## config.mk

```make
export PLATFORM = sky130hd
export DESIGN_NAME = cmsdk_fpga_sram_arb
export DESIGN_NICKNAME = d
export VERILOG_FILES = /design/src/rtl/cmsdk_fpga_sram_arb_pkg.sv /design/src/rtl/cmsdk_fpga_sram_arb_rr.sv /design/src/rtl/cmsdk_fpga_sram_arb.sv
export SDC_FILE = /design/constraint.sdc
export NUM_CORES = 1
export LEC_CHECK = 0
export ABC_AREA = 1
export CAP_MARGIN = 30
export CORE_AREA = 2 2 102 104
export DETAILED_ROUTE_END_ITERATION = 12
export DIE_AREA = 0 0 104 106
export SYNTH_ARGS = -nofsm -noshare
export SYNTH_HDL_FRONTEND = slang
export SYNTH_HIERARCHICAL = 1
export SYNTH_SLANG_ARGS = --single-unit
```

## constraint.sdc

```tcl
create_clock -name CLK -period 3.3 [get_ports CLK]
set_input_delay 0.33 -clock CLK [delete_from_list [all_inputs] [get_ports CLK]]
set_output_delay 0.33 -clock CLK [all_outputs]
set_load 0.05 [all_outputs]
```

## src/rtl/cmsdk_fpga_sram_arb_pkg.sv

```systemverilog
// Shared encodings for the two-port SRAM arbiter: port IDs, lock owner states, lock idle limit.
// Optional lock feature is enabled with CMSDK_FPGA_SRAM_ARB_LOCK_EN.
package cmsdk_fpga_sram_arb_pkg;

  typedef enum logic {
    PORT_P0 = 1'b0,
    PORT_P1 = 1'b1
  } port_id_e;

  typedef enum logic [1:0] {
    OWN_NONE = 2'd0,
    OWN_P0   = 2'd1,
    OWN_P1   = 2'd2
  } owner_e;

  localparam int LOCK_IDLE_LIMIT = 16;
  localparam int LOCK_CNT_W      = $clog2(LOCK_IDLE_LIMIT);

  function automatic logic is_read(input logic [3:0] wren);
    return wren == 4'b0000;
  endfunction

endpackage

```

## src/rtl/cmsdk_fpga_sram_arb_rr.sv

```systemverilog
// Two-way round-robin pick with last_grant register; grant is combinational, zero while reset.
module cmsdk_fpga_sram_arb_rr
  import cmsdk_fpga_sram_arb_pkg::*;
(
  input  logic i_clk,
  input  logic i_rst,
  input  logic i_req0,
  input  logic i_req1,
  output logic o_gnt0,
  output logic o_gnt1
);

  port_id_e r_last;
  logic     w_pick_p1;

  // On a tie the port that did not win last time takes the grant.
  always_comb begin
    w_pick_p1 = i_req1 && (!i_req0 || (r_last == PORT_P0));
    o_gnt1    = !i_rst && w_pick_p1;
    o_gnt0    = !i_rst && i_req0 && !w_pick_p1;
  end

  always_ff @(posedge i_clk) begin
    if (i_rst) begin
      r_last <= PORT_P1;
    end else if (o_gnt0) begin
      r_last <= PORT_P0;
    end else if (o_gnt1) begin
      r_last <= PORT_P1;
    end
  end

endmodule

```

## src/rtl/cmsdk_fpga_sram_arb.sv

```systemverilog
// Two-port single-cycle SRAM arbiter: same-cycle grant and SRAM drive, read data one cycle later.
// Defining CMSDK_FPGA_SRAM_ARB_LOCK_EN adds P0_LOCK/P1_LOCK ownership with a bounded idle hold.
module cmsdk_fpga_sram_arb
  import cmsdk_fpga_sram_arb_pkg::*;
#(
  parameter int AW = 16
) (
  input  logic          CLK,
  input  logic          RST,
`ifdef CMSDK_FPGA_SRAM_ARB_LOCK_EN
  input  logic          P0_LOCK,
  input  logic          P1_LOCK,
`endif
  input  logic          P0_REQ,
  input  logic [AW-1:0] P0_ADDR,
  input  logic [31:0]   P0_WDATA,
  input  logic [3:0]    P0_WREN,
  output logic          P0_GNT,
  output logic          P0_RVALID,
  output logic [31:0]   P0_RDATA,
  input  logic          P1_REQ,
  input  logic [AW-1:0] P1_ADDR,
  input  logic [31:0]   P1_WDATA,
  input  logic [3:0]    P1_WREN,
  output logic          P1_GNT,
  output logic          P1_RVALID,
  output logic [31:0]   P1_RDATA,
  output logic [AW-1:0] SRAM_ADDR,
  output logic [31:0]   SRAM_WDATA,
  output logic [3:0]    SRAM_WREN,
  output logic          SRAM_CS,
  input  logic [31:0]   SRAM_RDATA
);

  logic w_elig0, w_elig1;
  logic w_gnt0, w_gnt1;
  logic r_rvld0, r_rvld1;

`ifdef CMSDK_FPGA_SRAM_ARB_LOCK_EN
  owner_e                r_owner, w_owner_nxt;
  logic [LOCK_CNT_W-1:0] r_idle_cnt, w_idle_cnt_nxt;
  logic                  w_own_req, w_own_lock;

  always_ff @(posedge CLK) begin
    if (RST) begin
      r_owner    <= OWN_NONE;
      r_idle_cnt <= '0;
    end else begin
      r_owner    <= w_owner_nxt;
      r_idle_cnt <= w_idle_cnt_nxt;
    end
  end

  // Ownership ends on an unlocked grant to the owner, an unlocked idle owner, or the idle limit.
  always_comb begin
    w_own_req      = (r_owner == OWN_P0) ? P0_REQ  : P1_REQ;
    w_own_lock     = (r_owner == OWN_P0) ? P0_LOCK : P1_LOCK;
    w_owner_nxt    = r_owner;
    w_idle_cnt_nxt = r_idle_cnt;
    if (w_gnt0 || w_gnt1) begin
      w_idle_cnt_nxt = '0;
      if (w_gnt0 && P0_LOCK) begin
        w_owner_nxt = OWN_P0;
      end else if (w_gnt1 && P1_LOCK) begin
        w_owner_nxt = OWN_P1;
      end else if ((w_gnt0 && r_owner == OWN_P0) || (w_gnt1 && r_owner == OWN_P1)) begin
        w_owner_nxt = OWN_NONE;
      end
    end else if (r_owner != OWN_NONE && !w_own_req) begin
      if (!w_own_lock || r_idle_cnt == LOCK_CNT_W'(LOCK_IDLE_LIMIT - 1)) begin
        w_owner_nxt    = OWN_NONE;
        w_idle_cnt_nxt = '0;
      end else begin
        w_idle_cnt_nxt = r_idle_cnt + LOCK_CNT_W'(1);
      end
    end
  end

  always_comb begin
    w_elig0 = P0_REQ && (r_owner != OWN_P1);
    w_elig1 = P1_REQ && (r_owner != OWN_P0);
  end
`else
  always_comb begin
    w_elig0 = P0_REQ;
    w_elig1 = P1_REQ;
  end
`endif

  cmsdk_fpga_sram_arb_rr u_rr (
    .i_clk  (CLK),
    .i_rst  (RST),
    .i_req0 (w_elig0),
    .i_req1 (w_elig1),
    .o_gnt0 (w_gnt0),
    .o_gnt1 (w_gnt1)
  );

  always_comb begin
    P0_GNT     = w_gnt0;
    P1_GNT     = w_gnt1;
    SRAM_CS    = w_gnt0 || w_gnt1;
    SRAM_ADDR  = '0;
    SRAM_WDATA = '0;
    SRAM_WREN  = '0;
    if (w_gnt0) begin
      SRAM_ADDR  = P0_ADDR;
      SRAM_WDATA = P0_WDATA;
      SRAM_WREN  = P0_WREN;
    end else if (w_gnt1) begin
      SRAM_ADDR  = P1_ADDR;
      SRAM_WDATA = P1_WDATA;
      SRAM_WREN  = P1_WREN;
    end
  end

  always_ff @(posedge CLK) begin
    if (RST) begin
      r_rvld0 <= 1'b0;
      r_rvld1 <= 1'b0;
    end else begin
      r_rvld0 <= w_gnt0 && is_read(P0_WREN);
      r_rvld1 <= w_gnt1 && is_read(P1_WREN);
    end
  end

  // Reset landing on the return cycle kills that read's response.
  always_comb begin
    P0_RVALID = r_rvld0 && !RST;
    P1_RVALID = r_rvld1 && !RST;
    P0_RDATA  = P0_RVALID ? SRAM_RDATA : '0;
    P1_RDATA  = P1_RVALID ? SRAM_RDATA : '0;
  end

endmodule
```

* Word-level counts from Yosys, hierarchy flattened *
Cells that the tools add are included.
Widths: inputs -> output; s select.

cells by class
  divide/modulo/power cells = 0
  $lt $le $gt $ge = 0
  add/subtract/negate cells = 0
  shift-type cells = 0
  multipliers = 0
  bitwise logic cells = 1
  muxes and demuxes = 10
  equal/unequal tests = 0
  reduce and logical (&&, ||, !) cells = 16

operators by type and width
  cell               number
  $mux 32            4
  $mux 16            2
  $logic_and 1x1->1  8
  $logic_not 4->1    2
  $mux 4             2
  $logic_not 1->1    3
  $logic_or 1x1->1   2
  $mux 1             2
  $reduce_bool 2->1  1
  $not 1->1          1

storage, ports and cells
  memory bits (writable) = 0
  bits in registers = 3
  output and inout bits = 121
  latch bits = 0
  bits of input ports = 140
  memories kept = 0
  ROM bits = 0

* Logic depth before layout (Yosys ltp) *
  depth after elaboration = 6
  gate-level depth with buffers = 8

* Modules after synthesis *
Netlist, hierarchy kept.

by module, submodules not included
  module                  times used  area an instance (µm²)  cells each  sequential area each (µm²)
  cmsdk_fpga_sram_arb     1           1699.1                  296         40.0
  cmsdk_fpga_sram_arb_rr  1           56.3                    10          20.0

* Worst setup path before layout *
Ideal clock, no wire load.

  kind = input to output
  start point = in RST
  end point = out SRAM_ADDR[0]
  buffers on the path = 2
  setup slack = 0.897 ns
  arrival time = 2.073 ns
  cell stages on the path = 7
  path through = inv_1 -> nand2_1 -> a21oi_1 -> buf_6 -> buf_4 -> nand2_1 -> nand2_1

between the ends
  word-level cells in the longest chain between the ends = 4

ends and longest elaborated chain
  item                             line                          RTL
  from (decl)                      cmsdk_fpga_sram_arb.sv:9      input logic RST,
  $logic_not 1->1                  cmsdk_fpga_sram_arb_rr.sv:20  o_gnt0 = !i_rst && i_req0 && !w_pick_p1;
  $logic_and 1x1->1 (2 in series)  cmsdk_fpga_sram_arb_rr.sv:20
  named net P0_GNT                 cmsdk_fpga_sram_arb.sv:18     output logic P0_GNT,
  $mux 16                          cmsdk_fpga_sram_arb.sv:106    if (w_gnt0) begin
  to (decl)                        cmsdk_fpga_sram_arb.sv:28     output logic [AW-1:0] SRAM_ADDR,

The timed path passes the listed nets, and every way through them passes these cells.

* Worst setup path in the final report *
  start point = in P0_REQ
  end point = out SRAM_WDATA[11]

between the ends
  word-level cells in the longest chain between the ends = 6

ends and longest elaborated chain
  item                                                  line                                                        RTL
  from (decl)                                           cmsdk_fpga_sram_arb.sv:14                                   input logic P0_REQ,
  $logic_not 1->1                                       cmsdk_fpga_sram_arb_rr.sv:18                                w_pick_p1 = i_req1 && (!i_req0 || (r_last == PORT_P0));
  $logic_or 1x1->1                                      cmsdk_fpga_sram_arb_rr.sv:18
  $logic_and 1x1->1                                     cmsdk_fpga_sram_arb_rr.sv:18
  $logic_and 1x1->1 or $logic_not 1->1 (tied branches)  cmsdk_fpga_sram_arb_rr.sv:19, cmsdk_fpga_sram_arb_rr.sv:20
  $mux 32 or $logic_and 1x1->1 (tied branches)          cmsdk_fpga_sram_arb.sv:110, cmsdk_fpga_sram_arb_rr.sv:20
  $mux 32 (*)                                           cmsdk_fpga_sram_arb.sv:106
  to (decl)                                             cmsdk_fpga_sram_arb.sv:29                                   output logic [31:0] SRAM_WDATA,

Mark *: on every way between the ends. The rest lies on a longest branch, timed or not.

==> summary.txt <==
Floorplanning
  • Std-Cell Rows: 37
  • Die ar.: between 10000 and 15000 um^2
  • Initial core utilization: 0.176
  • Die W: between 100 and 150 um
  • I/O pin count: around 260
  • Die H: 106 um
  • Core Footprint: between 9000 and 10000 um^2

CTS
  • Clock sinks: 3
  • H-tree depth: 1
  • Reg clk slew, reported paths: around 30 ps
  • Hold-fix buffers, CTS: 0
  • CTS resizes: 0
  • Setup bufs post-CTS: 0
  • CTS Buf Count: 3
  • Maximum root-to-sink buffer count: 2
  • TritonCTS clock tree: yes
  • Clk Latency, worst-skew pair: 210 ps
  • Root buf cell: clkbuf_8

Critical path
  • Worst Path Arrival: between 2000 and 2500 ps
  • CP startpoint kind: input pin
  • Crit-path max cell delay: ~800 ps
  • CP max-delay cell: clkdlybuf4s50_1
  • Crit path top cell by count: nand2_1
  • CP Data Required Time: 2970 ps
  • Critical path class: input pin to output pin
  • Ordered list of cells on the worst path: clkdlybuf4s50_1 > nand2_1 > a21oi_4 > buf_4 > nand2_1 > nand2_1 > clkdlybuf4s50_1
  • CP endpoint kind: output pin
  • Crit-path max FO: 21

Global route
  • Remaining global-route overflow: 0
  • Pin count of the biggest net entering global routing: 53
  • Total track usage: 0.140
  • Initial antenna violation count: 0
  • Vias in the first global route: about 2700
  • First-pass GRT wire length: 12.8 mm

STA
  • RSZ-0062 raised after global routing: no
  • Final Hold Vio Count: 0
  • Part of the cycle the worst path needs: 0.850
  • Fin. max-slew vios: 0
  • Slew @ Worst Pin: between 500 and 600 ps
  • Final TNS setup: 0 ps
  • Achievable Freq: around 360 MHz
  • Post-layout min period: about 2800 ps
  • Setup Viol. Count Final: 0
  • Setup Skew: 1.13 ps
  • Worst slew margin: 0.644

Final layout
  • Filler cell count: 997
  • Final Util: 0.466
  • Multi-input logic area: 1250 um^2
  • Area growth, synth to finish: 165%
  • Share of layout cells above drive strength 1: 0.184
  • Reg area: roughly 60 um^2
  • Post-route cell area: between 4000 and 5000 um^2
  • Fin nets: 694
  • ANT cells: 0

Logic synthesis
  • Synth top area share: 0.285
  • Synth cell types: 15
  • Cells taking the most area after synthesis: nand3_2, nand2_1, nor2_1
  • Post-synthesis cell count: roughly 310
  • Synth cell count leaders: nand2_1, nor2_1, nand3_2, inv_1, buf_6
  • Seq/Total Area, Yosys: 0.0342
  • YS warnings: 6
  • Yosys top cell by area: nand3_2
  • Flops & latches, synth: 3
  • Asr flop ratio synth: 0
  • Mean Syn Cell Area: between 5 and 6 um^2
  • EDFF count, synth: 0
  • Ys flop type: dfxtp_1
  • Syn nets: between 400 and 500
  • Most frequent cell after synthesis: nand2_1
  • Cell area after synthesis: around 1800 um^2

Status
  • Outcome: complete, no violations

Route
  • Pre-antenna DRT Iters: 4
  • Initial drt markers: 95
  • Via density: ~4
  • Post-route ant nets: 0
  • Final WL: between 8 and 9 mm
  • Via count: between 2000 and 3000
  • Drc violations: 0
  • WL per Instance: between 10 and 15 um

Min path
  • Min-delay worst type: register to register

Power
  • Worst vdd ir: 0.0685 mV
  • Power Density: around 160 nW/um^2
  • Static leakage: about 2.1 nW

Run
  • Max-Cap Viols: 0

Placement
  • Routability congestion estimate from global placement: 0.810
  • Detailed placement HPWL: about 7.3 mm
  • Area after DPL: between 4000 and 5000 um^2
  • I/O Buffers: 260
## critical path: cells and delay by family
kind | cells | cell delay (ps)
compound gates | 1 | 290
buf+inv | 3 | 1590
simple gates | 3 | 260
## worst paths after layout
| path | from | end | slack [ps] | depth (start not counted) |
|---|---|---|---|---|
| hold / removal | u_rr/r_last | u_rr/r_last | 480 | 2 |
| hold reg to reg | u_rr/r_last | u_rr/r_last | 480 | 2 |
| setup reg to reg | u_rr/r_last | r_rvld1 | 2090 | 6 |
| setup / recovery | P0_REQ | SRAM_WDATA[11] | 500 | 7 |
## registers in the layout, indices dropped and copies added, names as in the netlist
name and count:
r_rvld1 1, u_rr/r_last 1, r_rvld0 1
## metrics by stage
stage,hold slack [ps],total power [mW],setup slack [ps],std cells
after floorplan,441,0.315,897,306
after global placement,461,0.636,508,685
after detailed placement,489,0.639,484,685
after CTS,500,0.745,473,689
after global routing,507,0.777,369,689
final,482,0.737,496,689
## layer usage
metal | vias up | part of all wire | GRT usage | wire, um
met2 | 150 | 0.54 | 0.288 | 4610
met5 | - | 0 | 0 | 0
met3 | 10 | 0.088 | 0.0319 | 746
met1 | 1197 | 0.35 | 0.141 | 3010
met4 | 0 | 0.015 | 0.0328 | 129
li1 | 1404 | - | - | -
## logic make-up after synthesis
kind of cell / count (synthesis) / share of synthesized area
compound gates: 1 / 0.00285
buf+inv: 63 / 0.262
flops: 3 / 0.0342
simple gates: 239 / 0.701
## cells in the final DEF, fill, tap and decap left out, drive strengths merged
master	n
inv	40
buf	40
a21oi	1
dfxtp	3
nand2	114
nor2	71
clkdlybuf4s50	226
clkbuf	4
or2	1
nand3	53
## area by class of cell
cell class	count	share of cell area
Clock buffer	4	0.00967
Timing Repair Buffer	266	0.636
Inverter	40	0.0349
Sequential cell	3	0.0129
Multi-Input combinational cell	240	0.270
Tap cell	136	0.0365
## report_power, final
| part | total [mW] | internal [mW] | switching [mW] | leakage [nW] |
|---|---|---|---|---|
| registers | 0.0381 | 0.0375 | 0.000544 | 0.0244 |
| logic | 0.597 | 0.299 | 0.298 | 2.03 |
| clock network | 0.102 | 0.0820 | 0.0203 | 0.0228 |
| total | 0.737 | 0.418 | 0.319 | 2.08 |
Power figures use the tool's default switching activity.
